<file path="src/rtl/field_update_seq.sv">
// -----------------------------------------------------------------------------
// field_update_seq
//
// Command sequencer sitting directly upstream of ReadWriteField. Accepts one
// field operation (RD, WR, or read-modify-write ADD) on a 2*TGT_BITS hITEM
// binary, drives the fieldGo/wryt/fieldNum/fieldIn pulse sequence that
// ReadWriteField expects, captures its outputs and returns the updated
// structure plus the old field value over a valid/ready response port.
//
// Build option:
//   FIELD_SEQ_SATURATE_EN  defined   -> out-of-range ADD clamps to 0 / 2^W-1
//                          undefined -> out-of-range ADD wraps modulo 2^W
//   rspErr flags an out-of-range ADD in both builds.
//
// Ports:
//   clk, rsta                      clock (rising edge), sync active-high reset
//   cmdValid/cmdReady              command handshake
//   cmdOp, cmdField                0=RD 1=WR 2=ADD 3=reserved; field selector
//   cmdStruct, cmdValue            input structure; WR data or signed ADD delta
//   rspValid/rspReady              response handshake (held until accepted)
//   rspStruct, rspField, rspErr    result structure, pre-op field value, error
//   fieldGo, wryt, fieldNum        control to ReadWriteField
//   structToRwf, fieldToRwf        data to ReadWriteField
//   structFromRwf, fieldFromRwf    data from ReadWriteField
// -----------------------------------------------------------------------------
module field_update_seq #(
   parameter int TGT_BITS    = 64,
   parameter int HCOUNT_BITS = 12,
   parameter int TOTAL_BITS  = 40
) (
   input  logic                  clk,
   input  logic                  rsta,
   input  logic                  cmdValid,
   output logic                  cmdReady,
   input  logic [1:0]            cmdOp,
   input  logic [3:0]            cmdField,
   input  logic [2*TGT_BITS-1:0] cmdStruct,
   input  logic [TGT_BITS-1:0]   cmdValue,
   output logic                  rspValid,
   input  logic                  rspReady,
   output logic [2*TGT_BITS-1:0] rspStruct,
   output logic [TGT_BITS-1:0]   rspField,
   output logic                  rspErr,
   output logic                  fieldGo,
   output logic                  wryt,
   output logic [3:0]            fieldNum,
   output logic [2*TGT_BITS-1:0] structToRwf,
   output logic [TGT_BITS-1:0]   fieldToRwf,
   input  logic [2*TGT_BITS-1:0] structFromRwf,
   input  logic [TGT_BITS-1:0]   fieldFromRwf
);

   typedef enum logic [1:0] {OP_RD, OP_WR, OP_ADD, OP_RSVD} op_e;
   typedef enum logic [3:0] {FLD_DATA, FLD_STOP, FLD_P1, FLD_P2, FLD_COUNT, FLD_TOTAL} field_e;
   typedef enum logic [2:0] {S_IDLE, S_RD_GO, S_RD_CAP, S_WR_GO, S_WR_HOLD, S_WR_CAP, S_RSP} state_e;

   localparam logic [TGT_BITS:0] MAX_COUNT = {{(TGT_BITS+1-HCOUNT_BITS){1'b0}}, {HCOUNT_BITS{1'b1}}};
   localparam logic [TGT_BITS:0] MAX_TOTAL = {{(TGT_BITS+1-TOTAL_BITS){1'b0}}, {TOTAL_BITS{1'b1}}};

   state_e                state_q, state_d;
   logic [1:0]            op_q, op_d;
   logic [3:0]            field_q, field_d;
   logic [2*TGT_BITS-1:0] struct_q, struct_d;
   logic [TGT_BITS-1:0]   cmd_value_q, cmd_value_d;
   logic [TGT_BITS-1:0]   wr_value_q, wr_value_d;
   logic                  rsp_valid_q, rsp_valid_d;
   logic [2*TGT_BITS-1:0] rsp_struct_q, rsp_struct_d;
   logic [TGT_BITS-1:0]   rsp_field_q, rsp_field_d;
   logic                  rsp_err_q, rsp_err_d;

   logic [TGT_BITS:0]     add_sum;
   logic [TGT_BITS:0]     add_max;
   logic                  add_under;
   logic                  add_over;
   logic [TGT_BITS-1:0]   add_result;
   logic                  add_legal;

   // ADD arithmetic: zero-extended old value plus sign-extended delta. The old
   // value from ReadWriteField never exceeds 2^W-1, so one extra bit suffices;
   // a set top bit means the sum went negative.
   always_comb begin
      add_sum   = {1'b0, fieldFromRwf} + {cmd_value_q[TGT_BITS-1], cmd_value_q};
      add_max   = (field_q == FLD_TOTAL) ? MAX_TOTAL : MAX_COUNT;
      add_under = add_sum[TGT_BITS];
      add_over  = !add_under && (add_sum > add_max);
`ifdef FIELD_SEQ_SATURATE_EN
      if (add_under)     add_result = '0;
      else if (add_over) add_result = add_max[TGT_BITS-1:0];
      else               add_result = add_sum[TGT_BITS-1:0];
`else
      add_result = add_sum[TGT_BITS-1:0] & add_max[TGT_BITS-1:0];
`endif
   end

   // Only COUNT and TOTAL are numeric; op 3 is always rejected.
   assign add_legal = (cmdOp == OP_ADD) && ((cmdField == FLD_COUNT) || (cmdField == FLD_TOTAL));

   // Ready is masked by rsta so it reads 0 for every cycle reset is held.
   assign cmdReady = (state_q == S_IDLE) && !rsta;

   always_comb begin
      // NOTE: every _d is given its hold value first, so no path through the
      // case below leaves a signal unassigned and no latch is inferred.
      state_d      = state_q;
      op_d         = op_q;
      field_d      = field_q;
      struct_d     = struct_q;
      cmd_value_d  = cmd_value_q;
      wr_value_d   = wr_value_q;
      rsp_valid_d  = rsp_valid_q;
      rsp_struct_d = rsp_struct_q;
      rsp_field_d  = rsp_field_q;
      rsp_err_d    = rsp_err_q;

      case (state_q)
         S_IDLE: begin
            if (cmdValid && cmdReady) begin
               op_d        = cmdOp;
               field_d     = cmdField;
               struct_d    = cmdStruct;
               cmd_value_d = cmdValue;
               wr_value_d  = cmdValue;
               rsp_field_d = '0;
               rsp_err_d   = 1'b0;
               if (cmdOp == OP_RD || add_legal) begin
                  state_d = S_RD_GO;
               end else if (cmdOp == OP_WR) begin
                  state_d = S_WR_GO;
               end else begin
                  rsp_struct_d = cmdStruct;
                  rsp_err_d    = 1'b1;
                  state_d      = S_RSP;
               end
            end
         end
         S_RD_GO: state_d = S_RD_CAP;
         S_RD_CAP: begin
            rsp_field_d = fieldFromRwf;
            if (op_q == OP_RD) begin
               rsp_struct_d = struct_q;
               state_d      = S_RSP;
            end else begin
               wr_value_d = add_result;
               rsp_err_d  = add_under || add_over;
               state_d    = S_WR_GO;
            end
         end
         S_WR_GO:   state_d = S_WR_HOLD;
         S_WR_HOLD: state_d = S_WR_CAP;
         S_WR_CAP: begin
            rsp_struct_d = structFromRwf;
            state_d      = S_RSP;
         end
         S_RSP: begin
            // rspValid rises one cycle after entering RSP, so response data
            // has settled in its registers before it is offered.
            rsp_valid_d = 1'b1;
            if (rsp_valid_q && rspReady) begin
               rsp_valid_d = 1'b0;
               state_d     = S_IDLE;
            end
         end
         default: state_d = S_IDLE;
      endcase
   end

   // NOTE: non-blocking assignments so every flop samples the pre-edge value
   // of every other flop regardless of statement order.
   always_ff @(posedge clk) begin
      if (rsta) begin
         // NOTE: the datapath registers are reset as well because every
         // output, including the data buses, must read 0 after reset.
         state_q      <= S_IDLE;
         op_q         <= '0;
         field_q      <= '0;
         struct_q     <= '0;
         cmd_value_q  <= '0;
         wr_value_q   <= '0;
         rsp_valid_q  <= 1'b0;
         rsp_struct_q <= '0;
         rsp_field_q  <= '0;
         rsp_err_q    <= 1'b0;
      end else begin
         state_q      <= state_d;
         op_q         <= op_d;
         field_q      <= field_d;
         struct_q     <= struct_d;
         cmd_value_q  <= cmd_value_d;
         wr_value_q   <= wr_value_d;
         rsp_valid_q  <= rsp_valid_d;
         rsp_struct_q <= rsp_struct_d;
         rsp_field_q  <= rsp_field_d;
         rsp_err_q    <= rsp_err_d;
      end
   end

   // fieldGo only in the single-cycle *_GO states, so it never pulses twice
   // in a row; wryt stays up through WR_HOLD while the field is applied.
   assign fieldGo     = (state_q == S_RD_GO) || (state_q == S_WR_GO);
   assign wryt        = (state_q == S_WR_GO) || (state_q == S_WR_HOLD);
   assign fieldNum    = field_q;
   assign structToRwf = struct_q;
   assign fieldToRwf  = wr_value_q;

   assign rspValid  = rsp_valid_q;
   assign rspStruct = rsp_struct_q;
   assign rspField  = rsp_field_q;
   assign rspErr    = rsp_err_q;

endmodule

</file>
<file path="config.mk">
export PLATFORM = sky130hd
export DESIGN_NAME = field_update_seq
export DESIGN_NICKNAME = d
export VERILOG_FILES = /design/src/rtl/field_update_seq.sv
export SDC_FILE = /design/constraint.sdc
export NUM_CORES = 1
export LEC_CHECK = 0
export ABC_AREA = 1
export BUFFER_PORTS_ARGS = -buffer_cell sky130_fd_sc_hd__buf_2
export CORE_AREA = 2 2 303 305
export CTS_BUF_LIST = sky130_fd_sc_hd__clkbuf_4 sky130_fd_sc_hd__clkbuf_8
export DETAILED_ROUTE_END_ITERATION = 6
export DIE_AREA = 0 0 305 307
export GPL_TIMING_DRIVEN = 0
export PLACE_DENSITY_LB_ADDON = 0.12
export SYNTH_ARGS = -nofsm -noshare
export SYNTH_HDL_FRONTEND = slang
export SYNTH_SLANG_ARGS = --single-unit
</file>
<file path="constraint.sdc">
create_clock -name clk -period 14.95 [get_ports clk]
set_input_delay 0.7475 -clock clk [delete_from_list [all_inputs] [get_ports clk]]
set_output_delay 0.7475 -clock clk [all_outputs]
set_load 0.05 [all_outputs]
</file>
# Word level (Yosys, flattened, before mapping)
# Index checks and enable logic that the tools add are counted.
[op_classes] addsub=1 magnitude_cmp=1 eq_ne=17 mux=23 n_bitwise=1 reduce_logical=22
[op_table] operator="128-bit 2-to-1 mux" n=4
[op_table] operator="128-bit one-hot mux with 3 select lines" n=1
[op_table] operator="64-bit one-hot mux with 2 select lines" n=2
[op_table] operator="64-bit 2-to-1 mux" n=3
[op_table] operator="64-bit by 65-bit adder with 65-bit output" n=1
[op_table] operator="65-bit by 40-bit > comparator with 1-bit output" n=1
[op_table] operator="64-bit by 40-bit bitwise AND with 64-bit output" n=1
[op_table] operator="40-bit 2-to-1 mux" n=1
[op_table] operator="3-bit one-hot mux with 7 select lines" n=1
[op_table] operator="3-bit 2-to-1 mux" n=5
[op_table] operator="4-bit by 3-bit == test with 1-bit output, second input constant" n=3
[op_table] operator="2-bit != test, second input constant" n=5
[op_table] operator="3-bit == test, second input constant" n=3
[op_table] operator="3-bit by 2-bit == test with 1-bit output, second input constant" n=2
[op_table] operator="2-bit AND reduction" n=3
[op_table] operator="1-bit logical AND" n=5
[op_table] operator="1-bit logical OR" n=5
[op_table] operator="1-bit 2-to-1 mux" n=5
[op_table] operator="5-bit AND reduction" n=1
[op_table] operator="2-bit logical NOT" n=2
[op_table] operator="3-bit by 1-bit == test with 1-bit output, second input constant" n=1
[op_table] operator="3-bit logical NOT" n=1
[op_table] operator="3-bit AND reduction" n=1
[op_table] operator="3-bit nonzero test" n=1
[op_table] operator="other kinds (6)" n=7
[word_totals] reg_bits=459 in_bits=394 out_inout_bits=393

# Longest topological paths before layout
# Gate-level depths: netlist of the first run.
[depth] depth_word=7 mapped_depth=32

# Least setup slack after synthesis of the first run
# No wires, ideal clock.
[synth_path] path_kind="reg2reg" start="reg field_q[0] (netlist: fieldNum[0])" end="reg rsp_err_q (netlist: rspErr)" setup_time_ps=66 arrival_time_ps=6479 setup_slack_ps=8405 stages_incl_launch_ff=23 cell_sequence="dfxtp_1 > inv_1 > nor4_1 > inv_1 > ha_1 > nand2_1 > nor2_1 > nand2_1 > nor2_1 > nand3_1 > nor2_1 > nand3_1 > nand2_1 > nand2_1 > nand2_1 > nand2_1 > nand2_1 > nand2_1 > nand2_1 > nand2_1 > nand2_1 > nand2_1 > a21oi_2"
[synth_between] elab_chain_cells=7
[synth_rtl] item="from (decl)" line="62" rtl="logic [3:0] field_q, field_d;"
[synth_rtl] item="from (signal assigned)" line="186" rtl="field_q <= field_d;"
[synth_rtl] item="4-bit by 3-bit == test with 1-bit output" line="83" rtl="add_max = (field_q == FLD_TOTAL) ? MAX_TOTAL : MAX_COUNT;"
[synth_rtl] item="40-bit 2-to-1 mux" line="83"
[synth_rtl] item="65-bit by 40-bit > comparator with 1-bit output" line="85" rtl="add_over = !add_under && (add_sum > add_max);"
[synth_rtl] item="1-bit logical AND" line="85"
[synth_rtl] item="1-bit logical OR" line="144" rtl="rsp_err_d = add_under || add_over;"
[synth_rtl] item="1-bit 2-to-1 mux" line="139" rtl="if (op_q == OP_RD) begin"
[synth_rtl] item="1-bit one-hot mux with 2 select lines" line="115" rtl="case (state_q)"
[synth_rtl] item="to (signal assigned)" line="193" rtl="rsp_err_q <= rsp_err_d;"
[synth_rtl] item="to (decl)" line="69" rtl="logic rsp_err_q, rsp_err_d;"
# No other way between the ends. The select of a mux whose other input is x is not followed.
# A chain may end at the register's enable or synchronous reset.

# Final worst setup path of the first run
[layout_path] start="reg field_q[1] (netlist: fieldNum[1])" end="reg rsp_err_q (netlist: rspErr)"
# The elaborated chain is that of the path after synthesis.

==> results_dict.tcl, run 1 <==
set metrics [dict create \
    p_leak_uw 0.0158 \
    peakVddDrop_mv 0.0956 \
    endpoint_kind "flip-flop" \
    syn_to_final_growth_pct 30.1 \
    drt-pass1-iter-count 6 \
    fmax_mhz 220 \
    rr_startpoint "fieldNum[1]" \
    post-route-min-period_ps 4540 \
    synth_nets 4222 \
    hold_buffers 0 \
    final_common_cell "nand2_1" \
    cts.sinks 459 \
    drtIter0Drc 2299 \
    crit_path_max_fanout 28 \
    r2r_cells 17 \
    relSlewSlack_pct 3.20 \
    top_usage_layer "met2" \
    pwr-share-seq_pct 26.1 \
    place_hpwl_mm 114 \
    drive_above_1_share_pct 23.0 \
    final_cell_mix "1004 x nand2_1, 829 x buf_2, 459 x dfxtp_1, 445 x o21ai_0, 439 x a21oi_1" \
    met1_usage_pct 36.9 \
    startpoint_type "flip-flop" \
    r2r-end "rspErr" \
    fin_area_sq_mm 0.0323 \
    finalWeightedCongestion 0.964 \
    async_reset_ff_share_pct 0 \
    period_share_pct 30.4 \
    antenna_found_initial 44 \
    cap_violations 0 \
    synth_top_flop_cell "dfxtp_1" \
    core-area_sq_mm 0.0907 \
    rows 111 \
    pre_cts_slack_ps 10030 \
    drc 0 \
    wl_per_cell_microns 23.8 \
    grtUsageTotal_pct 28.7 \
    power_frac_clock_pct 20.4 \
    min_from "cmdValue[26]" \
    grt_overflow 0 \
    cts-root-buf "clkbuf_8" \
    cts_setup_buffers 0 \
    arrival_ps 5190 \
    crit_type "reg -> reg" \
    netlist_instances 3707 \
    rsz0062_at_grt "false" \
    start_util_pct 27.4 \
    hold_violations 0 \
    whs_path_depth 3 \
    netlist_area_sq_mm 0.0248 \
    final.setup.tns_ps 0 \
    power_frac_comb_pct 53.6 \
    dieArea_sq_mm 0.0936 \
    fp.dieH_microns 307 \
    met3_usage_pct 7.90 \
    synth_edf_count 0 \
    setup_viol 0 \
    grt_max_degree 29 \
    setup_ws_ps 10410 \
    slew_violations 0 \
    yosysWarningCount 0 \
    syn_area_per_cell_sq_um 6.69 \
    intPower_uw 3250 \
    fillers 10229 \
    status "finished, final reports clean" \
    power.switching_uw 3790 \
    cts_max_level 3 \
    grt_pass1_vias 27790 \
    fin_skew_ps 34.3 \
    numCtsBuffers 91 \
    placed_area_sq_mm 0.0303 \
    rrSetupSlack_ps 10410 \
    met2_usage_pct 45.3 \
    p_per_area_mw_per_mm2 218 \
    hold_path_end "cmd_value_q[26]" \
    ys_seq_area_share_pct 37.0 \
    clk_pin_slew_ps 60 \
    die_w_microns 305 \
    drt-vias-per-instance 4.93 \
    vias 28907 \
    fin_nets 5103 \
    synth-seq-cells 459 \
    crit_required_ps 15600 \
    p_sw_share_pct 53.8 \
    clk_latency_ps 770 \
    min_path_type "in -> reg" \
    ant_nets 0 \
    cts_max_path_buffers 3 \
    synth_cell_types 43 \
    cts_resized 0 \
    worstMarginPinSlew_ps 1450 \
    grt_pass1_wl_mm 196 \
    io_buffer_count 785 \
    routed_wl_mm 140 \
    cts_tree "done" \
    ios 787 \
]
## layout make-up
cell class / count / area [sq um] / area share, %
antenna: 24 / 60.1 / 0.186
buffer: 211 / 890 / 2.75
clock buffer: 141 / 1770 / 5.47
clock inverter: 20 / 206 / 0.639
inverter: 421 / 1580 / 4.89
multi-input combinational: 2616 / 13200 / 40.8
sequential: 459 / 9190 / 28.5
tap: 1186 / 1480 / 4.60
timing repair buffer: 788 / 3950 / 12.2
## power groups by stage
| stage | Combinational [uW] | Clock [uW] | Sequential [uW] |
|---|---|---|---|
| after floorplan | 1350 | 0 | 2950 |
| after global placement | 3760 | 0 | 1850 |
| after detailed placement | 3760 | 0 | 1850 |
| after CTS | 3770 | 1460 | 1830 |
| after global routing | 4030 | 1510 | 1880 |
| final | 3770 | 1430 | 1840 |
## critical path: stages, from the launching register on
cell and delay, ps:
dfxtp_1 420, nor4_2 870, buf_4 310, inv_1 500, ha_1 550, nand2_1 70, nor2_1 250, nand2_1 100
nor2_1 280, nand4_1 140, nor3_1 410, nand3b_1 120, nor2_1 100, nand2_1 50, nand2_1 70, nand2_1 60
nand2_1 70, a21oi_2 50
## synthesized netlist by cell type, drive strengths merged (3+ instances only)
| cell type | number | area share, % |
|---|---|---|
| ha | 120 | 6.0 |
| clkbuf | 156 | 2.4 |
| or2 | 3 | 0.076 |
| xor2 | 23 | 0.81 |
| a21oi | 440 | 8.9 |
| a31oi | 161 | 4.1 |
| buf | 55 | 1.1 |
| nor4 | 6 | 0.18 |
| o211ai | 5 | 0.15 |
| nand2 | 1030 | 16 |
| nand3b | 7 | 0.23 |
| o21ai | 450 | 9.1 |
| nor2 | 166 | 2.8 |
| o31ai | 3 | 0.091 |
| o21bai | 7 | 0.21 |
| dfxtp | 459 | 37 |
| nor3 | 13 | 0.30 |
| nand4 | 21 | 0.53 |
| nand3 | 140 | 3.0 |
| xnor2 | 9 | 0.32 |
| inv | 421 | 6.4 |
## worst max-delay path by stage
stage,startpoint,endpoint,slack (ps),cells past startpoint
CTS,fieldNum[1],rspErr,10300,17
global placement,fieldNum[1],rspErr,4460,16
finish,fieldNum[1],rspErr,10410,17
floorplan,fieldNum[0],rspErr,8410,22
detailed placement,fieldFromRwf[0],rspErr,10030,28
global route,fieldNum[1],rspErr,10070,17
## layer usage
layer	up-vias	wire, microns
li1	14013	-
met5	-	180
met3	255	10900
met4	30	5340
met2	1053	62300
met1	13556	61100
## state kept, by name, summed over array words and instances, names as in the netlist
signal	cells
fieldNum	4
rspErr	1
structToRwf	128
rspValid	1
op_q	2
fieldToRwf	64
rspField	64
rspStruct	128
cmd_value_q	64
state_q	3
## per-stage QoR
stage | instances | power (uW) | utilization [%] | hold WS [ps]
2_1_floorplan | 3707 | 4300 | - | 449
3_3_place_gp | 5678 | 5610 | 33.3 | 445
3_5_place_dp | 5681 | 5610 | 33.4 | 450
4_1_cts | 5842 | 7060 | 35.5 | 140
5_1_grt | 5862 | 7420 | 35.6 | 163
6_report | 5866 | 7040 | 35.6 | 206
## cells by family after synthesis
kind of cell / share of synthesized area (%)
AOI/OAI and AO/OA: 22.7
buffers and inverters: 9.95
adders and majority gates: 6.13
and+or+nand+nor: 23.1
DFF: 37.0
xor gates and xnor gates: 1.13
No activity file was read; power rests on OpenSTA's default activity.
==> inputs of run 2 (changes only) <==
--- a/config.mk
+++ b/config.mk
@@ -5,7 +5,7 @@
 export SDC_FILE = /design/constraint.sdc
 export NUM_CORES = 1
 export LEC_CHECK = 0
-export ABC_AREA = 1
+export ABC_AREA = 0
 export BUFFER_PORTS_ARGS = -buffer_cell sky130_fd_sc_hd__buf_2
 export CORE_AREA = 2 2 303 305
 export CTS_BUF_LIST = sky130_fd_sc_hd__clkbuf_4 sky130_fd_sc_hd__clkbuf_8
==> constraint.sdc (replaced) <==
create_clock -name clk -period 4.3 [get_ports clk]
set_input_delay 0.215 -clock clk [delete_from_list [all_inputs] [get_ports clk]]
set_output_delay 0.215 -clock clk [all_outputs]
set_load 0.05 [all_outputs]
==> run 2 against run 1 <==
Effect of this change:
- register-to-register slack got worse by 12000 ps
- area after synthesis is 0.24% lower
- design area rose by 12%
- synthesized cell count down 12%
- first-iteration DRC count decreased by 14%
- wire length is 3.7% lower
- sequential power rose to 3.3 times the previous value
- sequential share of layout area fell by 3.1 points
- the flow now finishes with violations (max-capacitance violations, max-slew violations, negative setup slack)
- cell count shrank 1.2%
- clock skew is 5.3 ps higher
==> results_dict.tcl, run 2 <==
set metrics [dict create \
    crit_type "reg -> reg" \
    r2r-end "rspErr" \
    drtIter0Drc 1983 \
    slew_violations 11 \
    top_usage_layer "met2" \
    syn_area_per_cell_sq_um 7.58 \
    rr_startpoint "cmd_value_q[0]" \
    cpMaxStageDelayCell "a221o_1" \
    power_frac_clock_pct 20.2 \
    p_per_area_mw_per_mm2 700 \
    crit_path_max_fanout 3 \
    grt_overflow 0 \
    ys_seq_area_share_pct 37.1 \
    cap_violations 1 \
    setup_viol 1 \
    synth_edf_count 0 \
    fin_skew_ps 39.7 \
    synth_top_cells_by_area "dfxtp_1 37%, nand2_1 12%, nor2_1 6.8%, ha_1 6.1%, nand3b_1 5.2%" \
    pwr-share-seq_pct 24.2 \
    routed_wl_mm 135 \
    yosysTopAreaCellShare_pct 37.1 \
    period_share_pct 134 \
    die_w_microns 305 \
    critPathTopFamily "simple AND/OR/NAND/NOR gates" \
    syn_to_final_growth_pct 46.5 \
    cts_max_path_buffers 3 \
    met3_usage_pct 6.03 \
    crit_cells 23 \
    violations "max-capacitance violations, max-slew violations, negative setup slack" \
    synth_nets 3781 \
    clk_latency_ps 760 \
    endpoint_kind "flip-flop" \
    async_reset_ff_share_pct 0 \
    drc 0 \
    synth_top_flop_cell "dfxtp_1" \
    grt_max_degree 30 \
    fp.dieH_microns 307 \
    start_util_pct 27.3 \
    post-route-min-period_ps 5750 \
    synth_common_cells "774 x nand2_1, 459 x dfxtp_1, 447 x nor2_1, 231 x clkbuf_1, 184 x o21ai_0" \
    final_common_cell "buf_2" \
    cts_max_level 3 \
    status "complete, but fails checks" \
    grt_pass1_wl_mm 194 \
    p_leak_uw 0.0162 \
    clk_pin_slew_ps 70 \
    final_cells 5796 \
    crit_start "cmd_value_q[0]" \
    peakVddDrop_mv 0.410 \
    power.switching_uw 13300 \
    cts_tree "done" \
    rrSetupSlack_ps -1450 \
    grtUsageTotal_pct 27.5 \
    crit_end "rspErr" \
    drt-pass1-iter-count 7 \
    cts.sinks 459 \
    arrival_ps 6390 \
    vias 29390 \
    netlist_instances 3266 \
    wl_per_cell_microns 23.2 \
    relSlewSlack_pct -1.71 \
    yosysWarningCount 0 \
    final.setup.tns_ps -1450 \
    finalWeightedCongestion 0.909 \
    met2_usage_pct 46.4 \
    startpoint_type "flip-flop" \
    setup_ws_ps -1450 \
    worstMarginPinSlew_ps 1530 \
    place_hpwl_mm 105 \
    antenna_found_initial 25 \
    rsz0062_at_grt "true" \
    ant_nets 0 \
    synth_cell_types 79 \
    synth_top_area_cell "dfxtp_1" \
    drt-vias-per-instance 5.07 \
    power_frac_comb_pct 55.6 \
    critical_path.max_stage_delay_ps 440 \
    numCtsBuffers 93 \
    hold_violations 0 \
    dieArea_sq_mm 0.0936 \
    intPower_uw 12100 \
    netlist_area_sq_mm 0.0248 \
    crit_buf_inv 1 \
    cts-root-buf "clkbuf_8" \
    cp_cell_sequence "ha_4 -> inv_1 -> fa_2 -> nand2b_4 -> a211oi_4 -> o2111ai_4 -> a221o_1 -> a211oi_4 -> o21ai_4 -> xnor2_2 -> ha_1 -> and3_4 -> nand4_1 -> nor4_4 -> nand4b_1 -> or3_1 -> nor3_2 -> nand4b_1 -> mux2i_2 -> a2111oi_4 -> nand4_2 -> nor4_2 -> a31oi_1" \
    fin_nets 5039 \
    io_buffer_count 786 \
    met1_usage_pct 34.2 \
    rows 111 \
    crit_required_ps 4950 \
    min_path_type "in -> reg" \
    final_cell_mix "800 x buf_2, 773 x nand2_1, 458 x dfxtp_1, 447 x nor2_1, 376 x dlygate4sd3_1" \
    post-synth-top-count-cell "nand2_1" \
    r2r_cells 23 \
    p_sw_share_pct 52.5 \
    grt_pass1_vias 28805 \
    ios 787 \
    synth-seq-cells 459 \
    fmax_mhz 174 \
    core-area_sq_mm 0.0907 \
    dp.cells 5239 \
    drive_above_1_share_pct 22.4 \
]
[run 2: changes by cell type after synthesis, sizes merged, moves of 139 or more]
cell	before	now
nor2	166	447
a31oi	161	5
nand3b	7	173
a21oi	440	111
inv	421	19
o21ai	450	201
nand2	1030	776
a211oi	2	141
[run 2: final cells by class]
cell class              instances  area, sq um
flip-flops and latches        459         9190
well taps                    1186         1480
plain buffers                 266         1030
clock buffers                 147         1870
multi-input cells            2518        14600
fillers                      9769        54400
repair buffers               1167         7750
diodes                         11         27.5
clock inverters                23          216
inverters                      19         71.3
[run 2: logic make-up after synthesis]
logic type               synth area share (%)
adder cells (fa/ha/maj)                  6.15
multiplexers                            0.414
flip-flops                               37.1
AO/OA/AOI/OAI                            23.0
XOR/XNOR                                 1.63
buffers and inverters                    4.50
AND/OR/NAND/NOR                          27.2
[run 2: how the worst min path moves through the flow]
stage	startpoint	end	slack (ps)	depth (start not counted)
global placement	cmdField[0]	fieldNum[0]	410	3
CTS	structFromRwf[49]	rspStruct[49]	0.7	7
finish	structFromRwf[14]	rspStruct[14]	50	7
global route	structFromRwf[21]	rspStruct[21]	60	7
detailed placement	cmdField[0]	fieldNum[0]	410	3
floorplan	cmdValue[0]	cmd_value_q[0]	310	2
[run 2: metal layers]
| layer | part of all wire [%] | up-vias | wire, microns |
|---|---|---|---|
| li1 | - | 14113 | - |
| met1 | 43 | 13960 | 57600 |
| met2 | 47 | 1034 | 63300 |
| met3 | 6.1 | 269 | 8200 |
| met4 | 3.9 | 14 | 5310 |
| met5 | 0.080 | - | 108 |
[run 2: stage by stage]
stage	hold WS [ps]	utilization [%]	total power [uW]	cell area (sq um)	worst slack, ps
3_3_place_gp	409	33.3	19900	30200	-1870
6_report	50.4	40.0	25400	36300	-1450
3_5_place_dp	405	33.3	19900	30200	-1810
4_1_cts	0.717	39.9	25400	36200	-1530
5_1_grt	62.2	40.0	26900	36300	-1620
2_1_floorplan	314	-	15300	24800	-337
[run 2: what timing repair did]
| action | in CTS | in global routing |
|---|---|---|
| pin swaps | 10 | 5 |
| endpoints found under the setup margin | 77 | 7 |
| hold endpoints to repair | 458 | 1 |
| resized for setup | 18 | 12 |
| setup buffers | 3 | 1 |
| hold buffers | 375 | 1 |
[run 2: power by group through the flow]
stage	Sequential [uW]	Combinational, uW	Clock (uW)
after floorplan	9210	6130	0
after global placement	6190	13700	0
after detailed placement	6210	13700	0
after CTS	6150	14100	5220
after global routing	6270	15200	5440
final	6150	14100	5120
[run 2: tightest hold or removal path, stage by stage]
cell      delay (ps)
buf_2            100
nor2_1           130
nand2_1           60
o21ai_0           70
nand2_1           50
o221ai_1          70
a211oi_1          70
==> inputs of run 3 (changes only) <==
==> constraint.sdc (replaced) <==
create_clock -name clk -period 5.1 [get_ports clk]
set_input_delay 0.255 -clock clk [delete_from_list [all_inputs] [get_ports clk]]
set_output_delay 0.255 -clock clk [all_outputs]
set_load 0.05 [all_outputs]
==> run 3 against run 2 <==
Effect of this change:
- the run ends with negative setup slack left
- cell count is 0.91% lower
- design area is 1.9% lower
- flip-flop and latch count stayed put
- first-iteration DRC count is 7.7% higher
- maximum frequency is 3.8% lower
- critical endpoint unchanged
- largest cell class unchanged
- largest power group unchanged
==> results_dict.tcl, run 3 (same netlist as run 2, synthesis figures left out) <==
set metrics [dict create \
    status "complete, but fails checks" \
    violations "negative setup slack" \
    top_usage_layer "met2" \
    arrival_ps 6590 \
    final_cells 5743 \
    fin_area_sq_mm 0.0356 \
    p_sw_share_pct 52.8 \
    worstMarginPinSlew_ps 1310 \
    dp.cells 5239 \
    vias 29392 \
    critPathTopFamily "simple AND/OR/NAND/NOR gates" \
    fmax_mhz 167 \
    startpoint_type "flip-flop" \
    final_cell_mix "800 x buf_2, 774 x nand2_1, 459 x dfxtp_1, 447 x nor2_1, 334 x dlygate4sd3_1" \
    io_buffer_count 786 \
    relSlewSlack_pct 12.6 \
    power.switching_uw 11100 \
    whs_path_depth 7 \
    place_hpwl_mm 104 \
    power_frac_comb_pct 56.2 \
    numCtsBuffers 89 \
    ant_nets 0 \
    p_leak_uw 0.0159 \
    cp_cell_sequence "ha_1 -> inv_1 -> fa_2 -> nand2b_4 -> a211oi_4 -> o2111ai_2 -> a221o_1 -> a211oi_4 -> o21ai_4 -> xnor2_4 -> ha_1 -> and3_1 -> nand4_1 -> nor4_4 -> nand4b_1 -> or3_1 -> nor3_2 -> nand4b_1 -> mux2i_2 -> a2111oi_4 -> nand4_2 -> nor4_2 -> a31oi_1" \
    final_common_cell "buf_2" \
    dieArea_sq_mm 0.0936 \
    setup_viol 1 \
    final.setup.tns_ps -875 \
    grt_pass1_vias 28600 \
    met3_usage_pct 5.42 \
    crit_buf_inv 1 \
    crit_type "reg -> reg" \
    hold_violations 0 \
    hold_path_end "rspStruct[78]" \
    grt_pass1_wl_mm 192 \
    fillers 9856 \
    syn_to_final_growth_pct 43.8 \
    cpMaxStageDelayCell "a221o_1" \
    fp.dieH_microns 307 \
    wl_per_cell_microns 23.0 \
    cts_max_level 3 \
    critical_path.max_stage_delay_ps 440 \
    die_w_microns 305 \
    p_per_area_mw_per_mm2 590 \
    period_share_pct 117 \
    cap_violations 0 \
    drt-vias-per-instance 5.12 \
    slew_violations 0 \
    power_frac_clock_pct 19.1 \
    min_from "structFromRwf[78]" \
    grt_overflow 0 \
    drtIter0Drc 2136 \
    cts_tree "done" \
    ios 787 \
    start_util_pct 27.3 \
    rr_startpoint "cmd_value_q[0]" \
    post-route-min-period_ps 5970 \
    setup_ws_ps -875 \
    peakVddDrop_mv 0.252 \
    endpoint_kind "flip-flop" \
    fin_nets 4997 \
    min_path_type "in -> reg" \
    finalWeightedCongestion 0.908 \
    fin_skew_ps 31.7 \
    pwr-share-seq_pct 24.7 \
    crit_path_max_fanout 3 \
    cts_max_path_buffers 3 \
    crit_required_ps 5720 \
    met2_usage_pct 45.3 \
    rows 111 \
    final_util_pct 39.3 \
    rsz0062_at_grt "true" \
    power_uw 21000 \
    r2r_cells 23 \
    antenna_found_initial 21 \
    drc 0 \
    rrSetupSlack_ps -870 \
    placed_area_sq_mm 0.0302 \
    clk_latency_ps 740 \
    clk_pin_slew_ps 60 \
    cts.sinks 459 \
    routed_wl_mm 132 \
    cts-root-buf "clkbuf_8" \
    drive_above_1_share_pct 22.2 \
    grtUsageTotal_pct 27.1 \
    core-area_sq_mm 0.0907 \
    met1_usage_pct 34.3 \
    intPower_uw 9920 \
    grt_max_degree 30 \
    drt-pass1-iter-count 6 \
    r2r-end "rspErr" \
]
==> run 3: changes by cell type in the layout (fill, tap and decap cells not counted), moves of 2 or more <==
cell,delta
dlygate4sd3_1,-42
clkbuf_4,+10
clkbuf_8,-19
clkbuf_1,+7
clkinv_2,-5
clkbuf_2,-3
clkinvlp_4,+2
==> run 3: area by class of cell <==
cell class              count  area (sq um)  area share [%]
multi-input cells        2518         14600            41.0
well taps                1186          1480            4.17
inverters                  19          71.3           0.200
diodes                     10          25.0          0.0703
flip-flops and latches    459          9190            25.8
clock buffers             138          1690            4.74
clock inverters            18           181           0.510
repair buffers           1125          7330            20.6
plain buffers             270          1050            2.94
==> run 3: worst min-delay path, stage by stage <==
cell,delay [ps]
buf_2,100
nor2_1,80
nand2_1,50
o21ai_0,70
nand2_1,60
o221ai_1,70
a211oi_1,70
==> run 3: metal layers <==
metal  share of wire (%)  routed length (microns)
met1                  43                    57500
met5               0.052                       69
met3                 5.9                     7860
met2                  47                    62000
met4                 3.7                     4870
==> run 3: stage by stage <==
step                hold WS, ps  worst slack (ps)
floorplan                   354               312
global placement            441             -1530
detailed placement          450             -1460
CTS                        1.29              -738
global route               53.4             -1040
finish                     60.6              -875
==> run 3: how the worst max path moves through the flow <==
stage,startpoint,to,cells after the start
after floorplan,cmd_value_q[0],rspErr,23
after global placement,fieldFromRwf[0],rspErr,25
after detailed placement,fieldFromRwf[0],rspErr,25
after CTS,cmd_value_q[0],rspErr,23
after global routing,cmd_value_q[0],rspErr,23
final,cmd_value_q[0],rspErr,23
==> run 3: timing repair <==
item                                    CTS  global route
pin swaps                                12             7
endpoints found under the hold margin   455             0
setup buffers                             4             0
resized for setup                        15             5
endpoints found under the setup margin    2             1
hold buffers                            334             0
gates cloned                              0             0
==> run 3: power by group through the flow <==
stage	clock, uW	combinational (uW)	sequential, uW
5_1_grt	4280	12800	5270
2_1_floorplan	0	5160	7760
3_3_place_gp	0	11500	5220
4_1_cts	4110	11800	5170
3_5_place_dp	0	11500	5240
6_report	4010	11800	5180
